--- src/rtl/moving_mean_unit.sv ---
// moving_mean_unit: streaming moving average over the most recent
// 2^LOG2_DEPTH unsigned samples, built from a circular sample buffer and a
// running sum so window size and data width are generic.
//
// Ports:
//   clock        - single clock, rising edge
//   reset        - asynchronous, active-high; clears all state
//   clear        - synchronous window flush (same end state as reset)
//   in_valid     - data_in carries a sample this cycle (always accepted)
//   data_in      - unsigned sample, DATA_W bits
//   mean_valid   - one-cycle pulse, data_out holds a new mean
//   data_out     - current mean, holds between updates
//   window_full  - high once 2^LOG2_DEPTH samples accepted since reset/clear
//   sample_count - samples held, saturates at 2^LOG2_DEPTH
//
// Build option: define MEAN_ROUNDING_EN for round-half-up means; otherwise
// the mean is truncated toward zero. Timing is identical in both builds.
module moving_mean_unit #(
  parameter int unsigned DATA_W     = 16,
  parameter int unsigned LOG2_DEPTH = 3
) (
  input  logic                  clock,
  input  logic                  reset,
  input  logic                  clear,
  input  logic                  in_valid,
  input  logic [DATA_W-1:0]     data_in,
  output logic                  mean_valid,
  output logic [DATA_W-1:0]     data_out,
  output logic                  window_full,
  output logic [LOG2_DEPTH:0]   sample_count
);

  localparam int unsigned DEPTH = 1 << LOG2_DEPTH;
  localparam int unsigned SUM_W = DATA_W + LOG2_DEPTH;
  localparam int unsigned CNT_W = LOG2_DEPTH + 1;
  localparam int unsigned PTR_W = LOG2_DEPTH;

  typedef enum logic {
    FILL = 1'b0,
    RUN  = 1'b1
  } state_t;

  state_t             state_q, state_d;
  logic [SUM_W-1:0]   sum_q, sum_d;
  logic [CNT_W-1:0]   cnt_q, cnt_d;
  logic [PTR_W-1:0]   ptr_q, ptr_d;
  logic               pend_q, pend_d;
  logic               mean_valid_q, mean_valid_d;
  logic [DATA_W-1:0]  data_out_q, data_out_d;
  logic               full_q, full_d;

  logic [DATA_W-1:0]  buf_mem [DEPTH];
  logic [DATA_W-1:0]  oldest_c;
  logic               wr_en_c;
  logic [SUM_W-1:0]   sum_adj_c;

  // In RUN the slot about to be overwritten holds the sample leaving the window.
  assign oldest_c = buf_mem[ptr_q];

  // Optional half-LSB offset before the divide-by-shift; cannot overflow SUM_W.
`ifdef MEAN_ROUNDING_EN
  localparam logic [SUM_W-1:0] RND_OFS = SUM_W'(1) << (LOG2_DEPTH - 1);
  assign sum_adj_c = sum_q + RND_OFS;
`else
  assign sum_adj_c = sum_q;
`endif

  // Next-state, datapath and output logic.
  always_comb begin
    state_d      = state_q;
    sum_d        = sum_q;
    cnt_d        = cnt_q;
    ptr_d        = ptr_q;
    pend_d       = 1'b0;
    mean_valid_d = 1'b0;
    data_out_d   = data_out_q;
    full_d       = full_q;
    wr_en_c      = 1'b0;

    // pend_q marks that the previous edge accepted a sample in RUN, so
    // sum_q now includes it and the mean can be published.
    if (pend_q) begin
      mean_valid_d = 1'b1;
      data_out_d   = DATA_W'(sum_adj_c >> LOG2_DEPTH);
    end

    if (clear) begin
      state_d      = FILL;
      sum_d        = '0;
      cnt_d        = '0;
      ptr_d        = '0;
      mean_valid_d = 1'b0;
      data_out_d   = '0;
      full_d       = 1'b0;
    end else if (in_valid) begin
      wr_en_c = 1'b1;
      ptr_d   = ptr_q + PTR_W'(1);
      case (state_q)
        FILL: begin
          sum_d = sum_q + SUM_W'(data_in);
          cnt_d = cnt_q + CNT_W'(1);
          if (cnt_q == CNT_W'(DEPTH - 1)) begin
            state_d = RUN;
            full_d  = 1'b1;
            pend_d  = 1'b1;
          end
        end
        RUN: begin
          // Exact: oldest_c was added to the sum when it entered the window.
          sum_d  = sum_q + SUM_W'(data_in) - SUM_W'(oldest_c);
          pend_d = 1'b1;
        end
        default: state_d = FILL;
      endcase
    end
  end

  // State and output registers.
  always_ff @(posedge clock or posedge reset) begin
    if (reset) begin
      state_q      <= FILL;
      sum_q        <= '0;
      cnt_q        <= '0;
      ptr_q        <= '0;
      pend_q       <= 1'b0;
      mean_valid_q <= 1'b0;
      data_out_q   <= '0;
      full_q       <= 1'b0;
    end else begin
      state_q      <= state_d;
      sum_q        <= sum_d;
      cnt_q        <= cnt_d;
      ptr_q        <= ptr_d;
      pend_q       <= pend_d;
      mean_valid_q <= mean_valid_d;
      data_out_q   <= data_out_d;
      full_q       <= full_d;
    end
  end

  // Sample buffer; stale contents are never read while filling.
  always_ff @(posedge clock) begin
    if (wr_en_c) begin
      buf_mem[ptr_q] <= data_in;
    end
  end

  assign mean_valid   = mean_valid_q;
  assign data_out     = data_out_q;
  assign window_full  = full_q;
  assign sample_count = cnt_q;

endmodule

--- config.mk ---
export PLATFORM = sky130hd
export DESIGN_NAME = moving_mean_unit
export DESIGN_NICKNAME = d
export VERILOG_FILES = /design/src/rtl/moving_mean_unit.sv
export SDC_FILE = /design/constraint.sdc
export NUM_CORES = 1
export LEC_CHECK = 0
export CAP_MARGIN = 20
export CORE_MARGIN = 2
export CORE_UTILIZATION = 55
export CTS_CLUSTER_DIAMETER = 60
export DETAILED_ROUTE_END_ITERATION = 7
export GPL_TIMING_DRIVEN = 0
export PLACE_DENSITY = 0.82
export SETUP_SLACK_MARGIN = 0.05
export SKIP_LAST_GASP = 1
export SYNTH_ARGS = -nofsm -noshare
export SYNTH_HDL_FRONTEND = slang
export SYNTH_SLANG_ARGS = --single-unit
--- constraint.sdc ---
create_clock -name clock -period 13.5 [get_ports clock]
set_input_delay 1.35 -clock clock [delete_from_list [all_inputs] [get_ports clock]]
set_output_delay 1.35 -clock clock [all_outputs]
set_load 0.01 [all_outputs]
==> results.txt <==
Max Slew Vio Count -> 0
vias in the first global route -> 5259
CP Class -> in2reg
CP max FO -> 9
final WL -> 18.5 mm
Filler cells -> 1051
Switching Share -> 0.272
Global Route met2 Usage -> 0.397
library cells used by synthesis -> 55
critical path's top delay family -> compound AO/OA/AOI/OAI gates
Initial Util -> 0.557
syn nets -> 665
synth-to-layout area growth -> 17.1%
gr usage total -> 0.240
post-DP HPWL -> 13.1 mm
DRT Pass-1 Iters -> 5
clock power share -> 0.379
endpoints failing hold -> 0
slowest stage delay, CP -> 650 ps
Setup crit start kind -> primary input
Worst-Skew Late Latency -> 440 ps
core footprint -> 15100 um^2
Die H -> 128 um
status -> finished, final reports clean
Period Utilization, post-route -> 0.459
gr busiest metal -> met2
Reg power frac -> 0.416
slowest CP cell -> clkdlybuf4s50_1
CTS root buf -> clkbuf_16
Crit path top cell by count -> ha_1
DR DRC count -> 0
pin count of the biggest net entering global routing -> 47
Post-CTS Resized -> 0
Max Buffers Root-to-Sink -> 2
post-place setup slack -> 7020 ps
Die X -> 128 um
leak pwr -> 3.61 nW
Worst EP arrival -> 6510 ps
Max Fclk -> 161 MHz
Power Total -> 1.44 mW
setup_tns -> 0 ps
GRT Residual Overflow -> 0
CTS sink count -> 174
Cell Int Power -> 1.05 mW
initial antenna violation count -> 0
Sw Pwr -> 0.391 mW
Pwr Density -> 146 nW/um^2
Period minus WS final -> 6190 ps
CP Data Required Time -> 13820 ps
final layout net count -> 733
number of port buffers -> 40
# rows -> 45
Max Cap Viol -> 0
fraction of layout cells with a size suffix above 1 -> 0.128
DIE AREA -> 16300 um^2
synth warn -> 0
top cells by area, synth -> edfxtp_1 46%, dfrtp_1 14%, mux4_2 8.6%
area share of the largest cell type after synthesis -> 0.457
GRT met1 Usage -> 0.326
Mean Syn Cell Area -> 13.8 um^2
Max IR drop VDD -> 0.0000998 V
Worst Setup End Kind -> flip-flop
post-CTS setup buffers -> 0
setup violators final -> 0
# diodes -> 0
via count -> 5301
hold crit path type -> reg2reg
total clock buffers created by CTS -> 17
cts hold-fix bufs -> 0
final worst slack -> 7310 ps
FFs w/ async S/R, synth -> 0.264
most frequent cells in the layout -> 128 x edfxtp_1, 73 x nor2_1, 46 x dfrtp_1, 40 x clkdlybuf4s50_1, 36 x mux2i_1
commonest non-fill, non-tap cell in the layout -> edfxtp_1
Worst Skew -> 13.8 ps
Worst Tran Pin Value -> 914 ps
area leader, netlist -> edfxtp_1
RD Place Congestion -> 0.924
unrepaired setup endpoints after global routing -> false
Synth Flop Type -> edfxtp_1
crit path cell chain -> clkdlybuf4s50_1 > ha_1 > inv_1 > fa_1 > nor2b_1 > o2111ai_1 > and4b_1 > o41ai_1 > a21o_1 > a21oi_1 > xnor2_1 > ha_1 > nand4_1 > o22a_1 > o211a_1 > nor3_1 > mux2i_1 > o31ai_1 > mux2_1
combinational fraction of design power -> 0.205
Synth Register Bits -> 174
Clock transition at path regs -> 60 ps
# H-tree levels -> 4
CTS tree -> yes
DR iter-0 viols -> 440
Relative slew margins -> 0.390
first-pass GRT wire length -> 28.9 mm
IO Count -> 42
Cell Area, Synth -> 8410 um^2
GR Util met3 -> 0.0503
sequential share of the synthesized area -> 0.594
DR vias/cell -> 6.04
Post-synth EDFFs -> 128
WL per Instance -> 21.0 um
CP Buf/Inv Count -> 2
Post-Synthesis Cells -> 609
ANT nets after route -> 0
## worst reg2reg max path, cell delays in order, from the launching register on
cell and delay (ps):
dfrtp_1 360, clkbuf_1 660, buf_1 730, mux4_2 590, mux2i_1 210, ha_1 320, o21a_1 200, o31a_1 130
o31a_1 280, o41a_1 440, o41ai_4 330, o21ai_2 150, a211oi_2 270, mux2_2 370, mux2_1 310
## layer usage
layer | up-vias | part of all wire
met2 | 200 | 0.49
met1 | 2620 | 0.43
met4 | 0 | 0.014
li1 | 2453 | -
met5 | - | 0
met3 | 28 | 0.060
## cells in the mapped netlist, types with 2 or more instances
cell type	n
mux2_1	2
xor2_1	12
nand3b_1	3
edfxtp_1	128
o21ai_0	9
o211a_1	2
a31oi_1	3
a21o_1	8
a211oi_1	6
inv_1	17
nor3_1	14
a311oi_1	8
mux2_2	2
nand3_1	8
a211o_1	2
o21a_1	6
clkbuf_1	19
buf_1	9
a31o_1	2
a21oi_1	29
o31ai_1	3
nor2b_1	8
mux4_2	32
ha_1	34
or3_1	2
fa_1	2
nand2_1	27
nor2_1	76
o21ai_1	3
o21bai_1	4
nand4_1	2
nand2b_1	4
xnor2_1	18
dfrtp_1	46
nor4_1	2
o31a_1	3
mux2i_1	36
## area by class of cell
cell class / instances / area (um^2) / area share
sequential: 174 / 4990 / 0.507
multi-input combinational: 389 / 3270 / 0.332
timing repair buffer: 49 / 514 / 0.0522
clock buffer: 17 / 425 / 0.0432
tap: 188 / 235 / 0.0239
clock inverter: 15 / 229 / 0.0233
buffer: 28 / 105 / 0.0107
inverter: 18 / 67.6 / 0.00686
## state kept, by name (all words and copies together), names as in the netlist
register      flops
pend_q            1
mean_valid        1
sample_count      4
ptr_q             3
sum_adj_c        19
window_full       1
data_out         16
state_q           1
buf_mem         128
## worst paths after layout
kind / start / end / slack (ps) / cells past startpoint
worst max-delay path: data_in[0] / sum_adj_c[18] / 7310 / 19
worst min-delay path: window_full / window_full / 510 / 2
worst max register to register: ptr_q[0] / sum_adj_c[17] / 8040 / 14
worst min register to register: window_full / window_full / 510 / 2
max in group asynchronous: reset / sum_adj_c[1] / 11490 / 2
min in group asynchronous: reset / sample_count[2] / 1430 / 2
## metrics by stage
step	utilization	cells	hold slack [ps]	area, um^2
6_report	0.652	878	508	9840
5_1_grt	0.652	878	555	9840
4_1_cts	0.650	877	514	9820
3_5_place_dp	0.607	845	497	9160
3_3_place_gp	0.599	837	481	9040
2_1_floorplan	-	609	490	8410
## power groups by stage
stage / Clock (mW) / Combinational [mW] / Sequential [mW]
after floorplan: 0 / 0.226 / 0.605
after global placement: 0 / 0.278 / 0.608
after detailed placement: 0 / 0.289 / 0.609
after CTS: 0.548 / 0.292 / 0.598
after global routing: 0.568 / 0.325 / 0.599
final: 0.545 / 0.295 / 0.598
## cells by family after synthesis
kind of cell	after synthesis	share of synthesized area
compound gates	98	0.0822
xor+xnor	30	0.0313
fa+ha+maj	36	0.0554
buf+inv	46	0.0205
flops	174	0.594
mux	72	0.134
simple gates	153	0.0825
No activity file was read; power rests on OpenSTA's default activity.
==> patch 1 (same flow settings) <==
Set the parameter `DATA_W` to 18 (it was 16).
--- a/src/rtl/moving_mean_unit.sv
+++ b/src/rtl/moving_mean_unit.sv
@@ -18,3 +18,3 @@
 module moving_mean_unit #(
-  parameter int unsigned DATA_W     = 16,
+  parameter int unsigned DATA_W     = 18,
   parameter int unsigned LOG2_DEPTH = 3
Ports: changed (resized data_in and data_out); port bits go from 42 to 46. No check against the original RTL was run, so the function may have changed too.
==> patch 1 against the original RTL <==
- cell area up 11%
- total power grew 3.8%
- synthesized cell count rose by 8.9%
- via count grew 13%
- core utilization up 0.34 points
- routed wire length increased by 17%
- sequential cell count grew 20
- setup slack gained 0.34 ns
- area after synthesis increased by 13%
- global-route usage is 1.1 points higher
- highest routed layer unchanged
- critical path type unchanged
- critical endpoint is now sum_adj_c[19]
- count of clock-buffer cells in the layout up 2
- worst hold slack improved by 0.0032 ns
- sequential share of layout area is 0.17 points higher
==> patch 1: results (changes against the original RTL) <==
[worst_setup_path]
critPathMaxFanout = 9  ; unchanged
r2r_slack_ns = 8.40  ; was 8.04 ns
reg2reg_depth = 15  ; was 14
critPathMaxStageDelay_ns = 0.54  ; was 0.65 ns
cp.arrival_ns = 6.18  ; was 6.51 ns
path_delay_family = compound AO/OA/AOI/OAI gates  ; unchanged

[route]
dr.pass1.iters = 5  ; unchanged
routedWlPerCell_um = 22.23  ; was 21.03 um
first_iter_violations = 583  ; was 440
via_per_inst = 6.159  ; was 6.038

[finish]
antennaDiodeCount = 0  ; unchanged
fin_nets = 804  ; was 733
layout-drive-gt1-share = 0.1656  ; was 0.1275
largest_reg_flops = 144  ; was 128
fillers = 1170  ; was 1051
regMostFlops = buf_mem  ; unchanged

[timing]
fmax_mhz = 170.8  ; was 161.5 MHz
skew_ns = 0.006121  ; was 0.01379 ns
max_slew_margin = 0.2693  ; was 0.3897
hold-worst-slack_ns = 0.5114  ; was 0.5083 ns

[synth]
synth-seq-area-share = 0.5886  ; was 0.5942
synth_edf_count = 144  ; was 128
synth_common_cells = edfxtp_1 (144), nor2_1 (73), dfrtp_1 (50), mux2i_1 (45), ha_1 (38)  ; was edfxtp_1 (128), nor2_1 (76), dfrtp_1 (46), mux2i_1 (36), ha_1 (34)
synth_compound_gate_area_share = 0.09287  ; was 0.08217
yosys.area_share.adder = 0.05443  ; was 0.05537
ys_async_sr_fraction = 0.2577  ; was 0.2644
yosysWarnings = 0  ; unchanged
synthMuxAreaShare = 0.1367  ; was 0.1340
synth_xor_area_frac = 0.03144  ; was 0.03126
synth_nets = 725  ; was 665
ys_types = 69  ; was 55
synthTopCellsByArea = edfxtp_1 (46%), dfrtp_1 (13%), mux4_2 (8.6%), ha_1 (5.0%), mux2i_1 (4.8%)  ; was edfxtp_1 (46%), dfrtp_1 (14%), mux4_2 (8.6%), ha_1 (5.1%), mux2i_1 (4.3%)

[power]
ir_worst_vdd_mv = 0.1069  ; was 0.09985 mV
powerClk_w = 0.000453  ; was 0.000545 W
power.leakage_nw = 4.010  ; was 3.606 nW
sw_frac_of_total = 0.2940  ; was 0.2721
pg_comb_w = 0.000372  ; was 0.000295 W
pg_seq_w = 0.000668  ; was 0.000598 W

[clock_network]
clk_pin_slew_ns = 0.07
root_buffer = clkbuf_16  ; unchanged
numCtsBuffers = 17  ; unchanged
h-tree-depth = 4  ; unchanged

[global_routing]
grt_pass1_wl_mm = 33.49  ; was 28.92 mm
grt_max_degree = 37  ; was 47
grt_pass1_vias = 5987  ; was 5259
grt_use_total = 0.2510  ; was 0.2403

[place]
dp_hpwl_mm = 15.57  ; was 13.11 mm
port_buffers = 45  ; was 40
post-place-ws_ns = 7.255  ; was 7.022 ns
gp_congestion = 0.9163  ; was 0.9240

[hold_path]
min_from = window_full  ; unchanged
hold_depth = 2  ; unchanged

[status]
status = finished, final reports clean  ; unchanged

patch 1: metrics by stage:
stage | std cells | util | area, um^2
3_3_place_gp | 928 | 0.6106 | 10200
3_5_place_dp | 942 | 0.6235 | 10410
2_1_floorplan | 663 | - | 9472
4_1_cts | 974 | 0.6548 | 10940
6_report | 975 | 0.6557 | 10950
5_1_grt | 975 | 0.6557 | 10950
patch 1: worst paths after layout:
check                                  end
setup reg to reg             sum_adj_c[20]
max in group asynchronous    sum_adj_c[20]
min in group asynchronous  sample_count[2]
setup / recovery             sum_adj_c[19]
hold reg to reg                window_full
hold / removal                 window_full
patch 1: per-layer routing:
layer,vias to the layer above,GRT usage,wire length [um]
li1,2702,-,-
met1,3032,0.3456,9267
met2,229,0.3951,10260
met3,42,0.04340,1390
met4,0,0.1157,760
met5,-,0,0
patch 1: cells by family after synthesis:
family	count (synthesis)
flip-flops	194
adder cells (fa/ha/maj)	40
XOR/XNOR	34
buffers and inverters	43
multiplexers	84
AND/OR/NAND/NOR	154
AO/OA/AOI/OAI	114
patch 1: worst register-to-register path: stages, from the launching register on:
cell and delay [ns]:
dfrtp_1 0.37, clkbuf_1 0.27, clkbuf_1 0.78, mux4_2 0.61
mux2_2 0.29, ha_1 0.24, fa_1 0.40, nand2b_1 0.20
a21oi_1 0.29, o221ai_2 0.22, o21ai_2 0.26, a311oi_2 0.16
o21ai_1 0.33, nor3_1 0.12, nor4_1 0.36, nor3_2 0.08
patch 1: area by class of cell:
type,count,share of cell area
Multi-Input combinational cell,426,0.3405
Tap cell,220,0.02514
Timing Repair Buffer,60,0.05919
Buffer,32,0.01451
Inverter,11,0.003885
Clock inverter,13,0.008112
Clock buffer,19,0.03953
Sequential cell,194,0.5091
==> patch 2 (config.mk and constraints unchanged) <==
Made on the original files. Put one more register stage on the output `sample_count`. The value now appears one clock later. The other outputs are not delayed to match.
--- a/src/rtl/moving_mean_unit.sv
+++ b/src/rtl/moving_mean_unit.sv
@@ -150,3 +150,5 @@
   assign window_full  = full_q;
-  assign sample_count = cnt_q;
+  always_ff @(posedge clock) begin
+    sample_count <= cnt_q;
+  end
 
Check against the original RTL: not equivalent (a bounded check fails within 4 cycles, from zero or initial values and one cycle with reset high).
==> patch 2 against the original RTL <==
- first-iteration DRC count grew 20%
- non-clock buffer count grew 2
- area after synthesis grew 1.1%
- maximum frequency grew 2.6%
- routed wire length grew 7.3%
- cell area grew 1.1%
- via count grew 5.4%
- setup slack gained 0.16 ns
- total power shrank 1.2%
- sequential cell count grew 4
- synthesized cell count grew 0.82%
- die area grew 1.1%
- critical endpoint is now sum_adj_c[17]
- highest routed layer unchanged
==> patch 2: results (changes against the original RTL) <==
[place]
post-place-ws_ns = 7.204  ; was 7.022 ns
placed_area_um2 = 9323  ; was 9161 um^2
dp_hpwl_mm = 13.67  ; was 13.11 mm
gp_congestion = 0.9327  ; was 0.9240

[timing]
worst_slack_ns = 7.464  ; was 7.308 ns
skew_ns = 0.02689  ; was 0.01379 ns
max_slew_margin = 0.3778  ; was 0.3897
hold-worst-slack_ns = 0.4180  ; was 0.5083 ns

[finish]
fin_nets = 741  ; was 733
fillers = 1024  ; was 1051
final_cells = 886  ; was 878
layout-drive-gt1-share = 0.1289  ; was 0.1275

[synth]
synth_common_cells = edfxtp_1 (128), nor2_1 (66), dfrtp_1 (46), mux2i_1 (38), ha_1 (34)  ; was edfxtp_1 (128), nor2_1 (76), dfrtp_1 (46), mux2i_1 (36), ha_1 (34)
ys_async_sr_fraction = 0.2584  ; was 0.2644
synthCells = 614  ; was 609
ys_types = 59  ; was 55
synth-seq-area-share = 0.5969  ; was 0.5942
synthTopCellsByArea = edfxtp_1 (45%), dfrtp_1 (14%), mux4_2 (8.5%), ha_1 (5.0%), mux2i_1 (4.5%)  ; was edfxtp_1 (46%), dfrtp_1 (14%), mux4_2 (8.6%), ha_1 (5.1%), mux2i_1 (4.3%)

[power]
intPower_w = 0.001022  ; was 0.001047 W
power.leakage_nw = 3.629  ; was 3.606 nW
ir_worst_vdd_mv = 0.09980  ; was 0.09985 mV
combPwrFrac = 0.201  ; was 0.205
clkPwrFrac = 0.368  ; was 0.379

[hold_path]
holdPathEnd = sample_count[3]  ; was window_full
hold_depth = 0  ; was 2

[worst_setup_path]
setup.worst_path.end = sum_adj_c[17]  ; was sum_adj_c[18]
r2r_slack_ns = 8.05  ; was 8.04 ns
critPathMaxStageDelay_ns = 0.62  ; was 0.65 ns

[status]
status = finished, final reports clean  ; unchanged

[route]
dr_wl_met2_mm = 9.818  ; was 9.115 mm
vias = 5588  ; was 5301
first_iter_violations = 529  ; was 440
wirelength_mm = 19.81  ; was 18.46 mm
wl_met3_mm = 1.459  ; was 1.105 mm

[global_routing]
grt_pass1_wl_mm = 30.97  ; was 28.92 mm
grt_use_total = 0.2564  ; was 0.2403

[clock_network]
clk_latency_ns = 0.46  ; was 0.44 ns

==> patch 2: area by class of cell <==
type / count / area [um^2] / share of cell area
Tap cell: 188 / 235.2 / 0.02364
Sequential cell: 178 / 5075 / 0.5101
Inverter: 19 / 71.32 / 0.007169
Multi-Input combinational cell: 390 / 3288 / 0.3305
Buffer: 27 / 101.3 / 0.01019
Clock inverter: 14 / 196.4 / 0.01975
Timing Repair Buffer: 52 / 551.8 / 0.05546
Clock buffer: 18 / 429.2 / 0.04314
==> patch 2: layer usage <==
| layer | up-vias | global-route usage |
|---|---|---|
| met1 | 2785 | 0.3322 |
| met2 | 260 | 0.4243 |
| met3 | 46 | 0.05405 |
| met4 | 0 | 0.1099 |
| li1 | 2497 | - |
| met5 | - | 0 |
==> patch 2: kinds of logic after synthesis <==
logic type	share of synthesized area
AOI/OAI and AO/OA	0.08374
xor gates and xnor gates	0.02884
adders and majority gates	0.05475
buffers and inverters	0.02031
DFF	0.5969
muxes	0.1322
and+or+nand+nor	0.08330
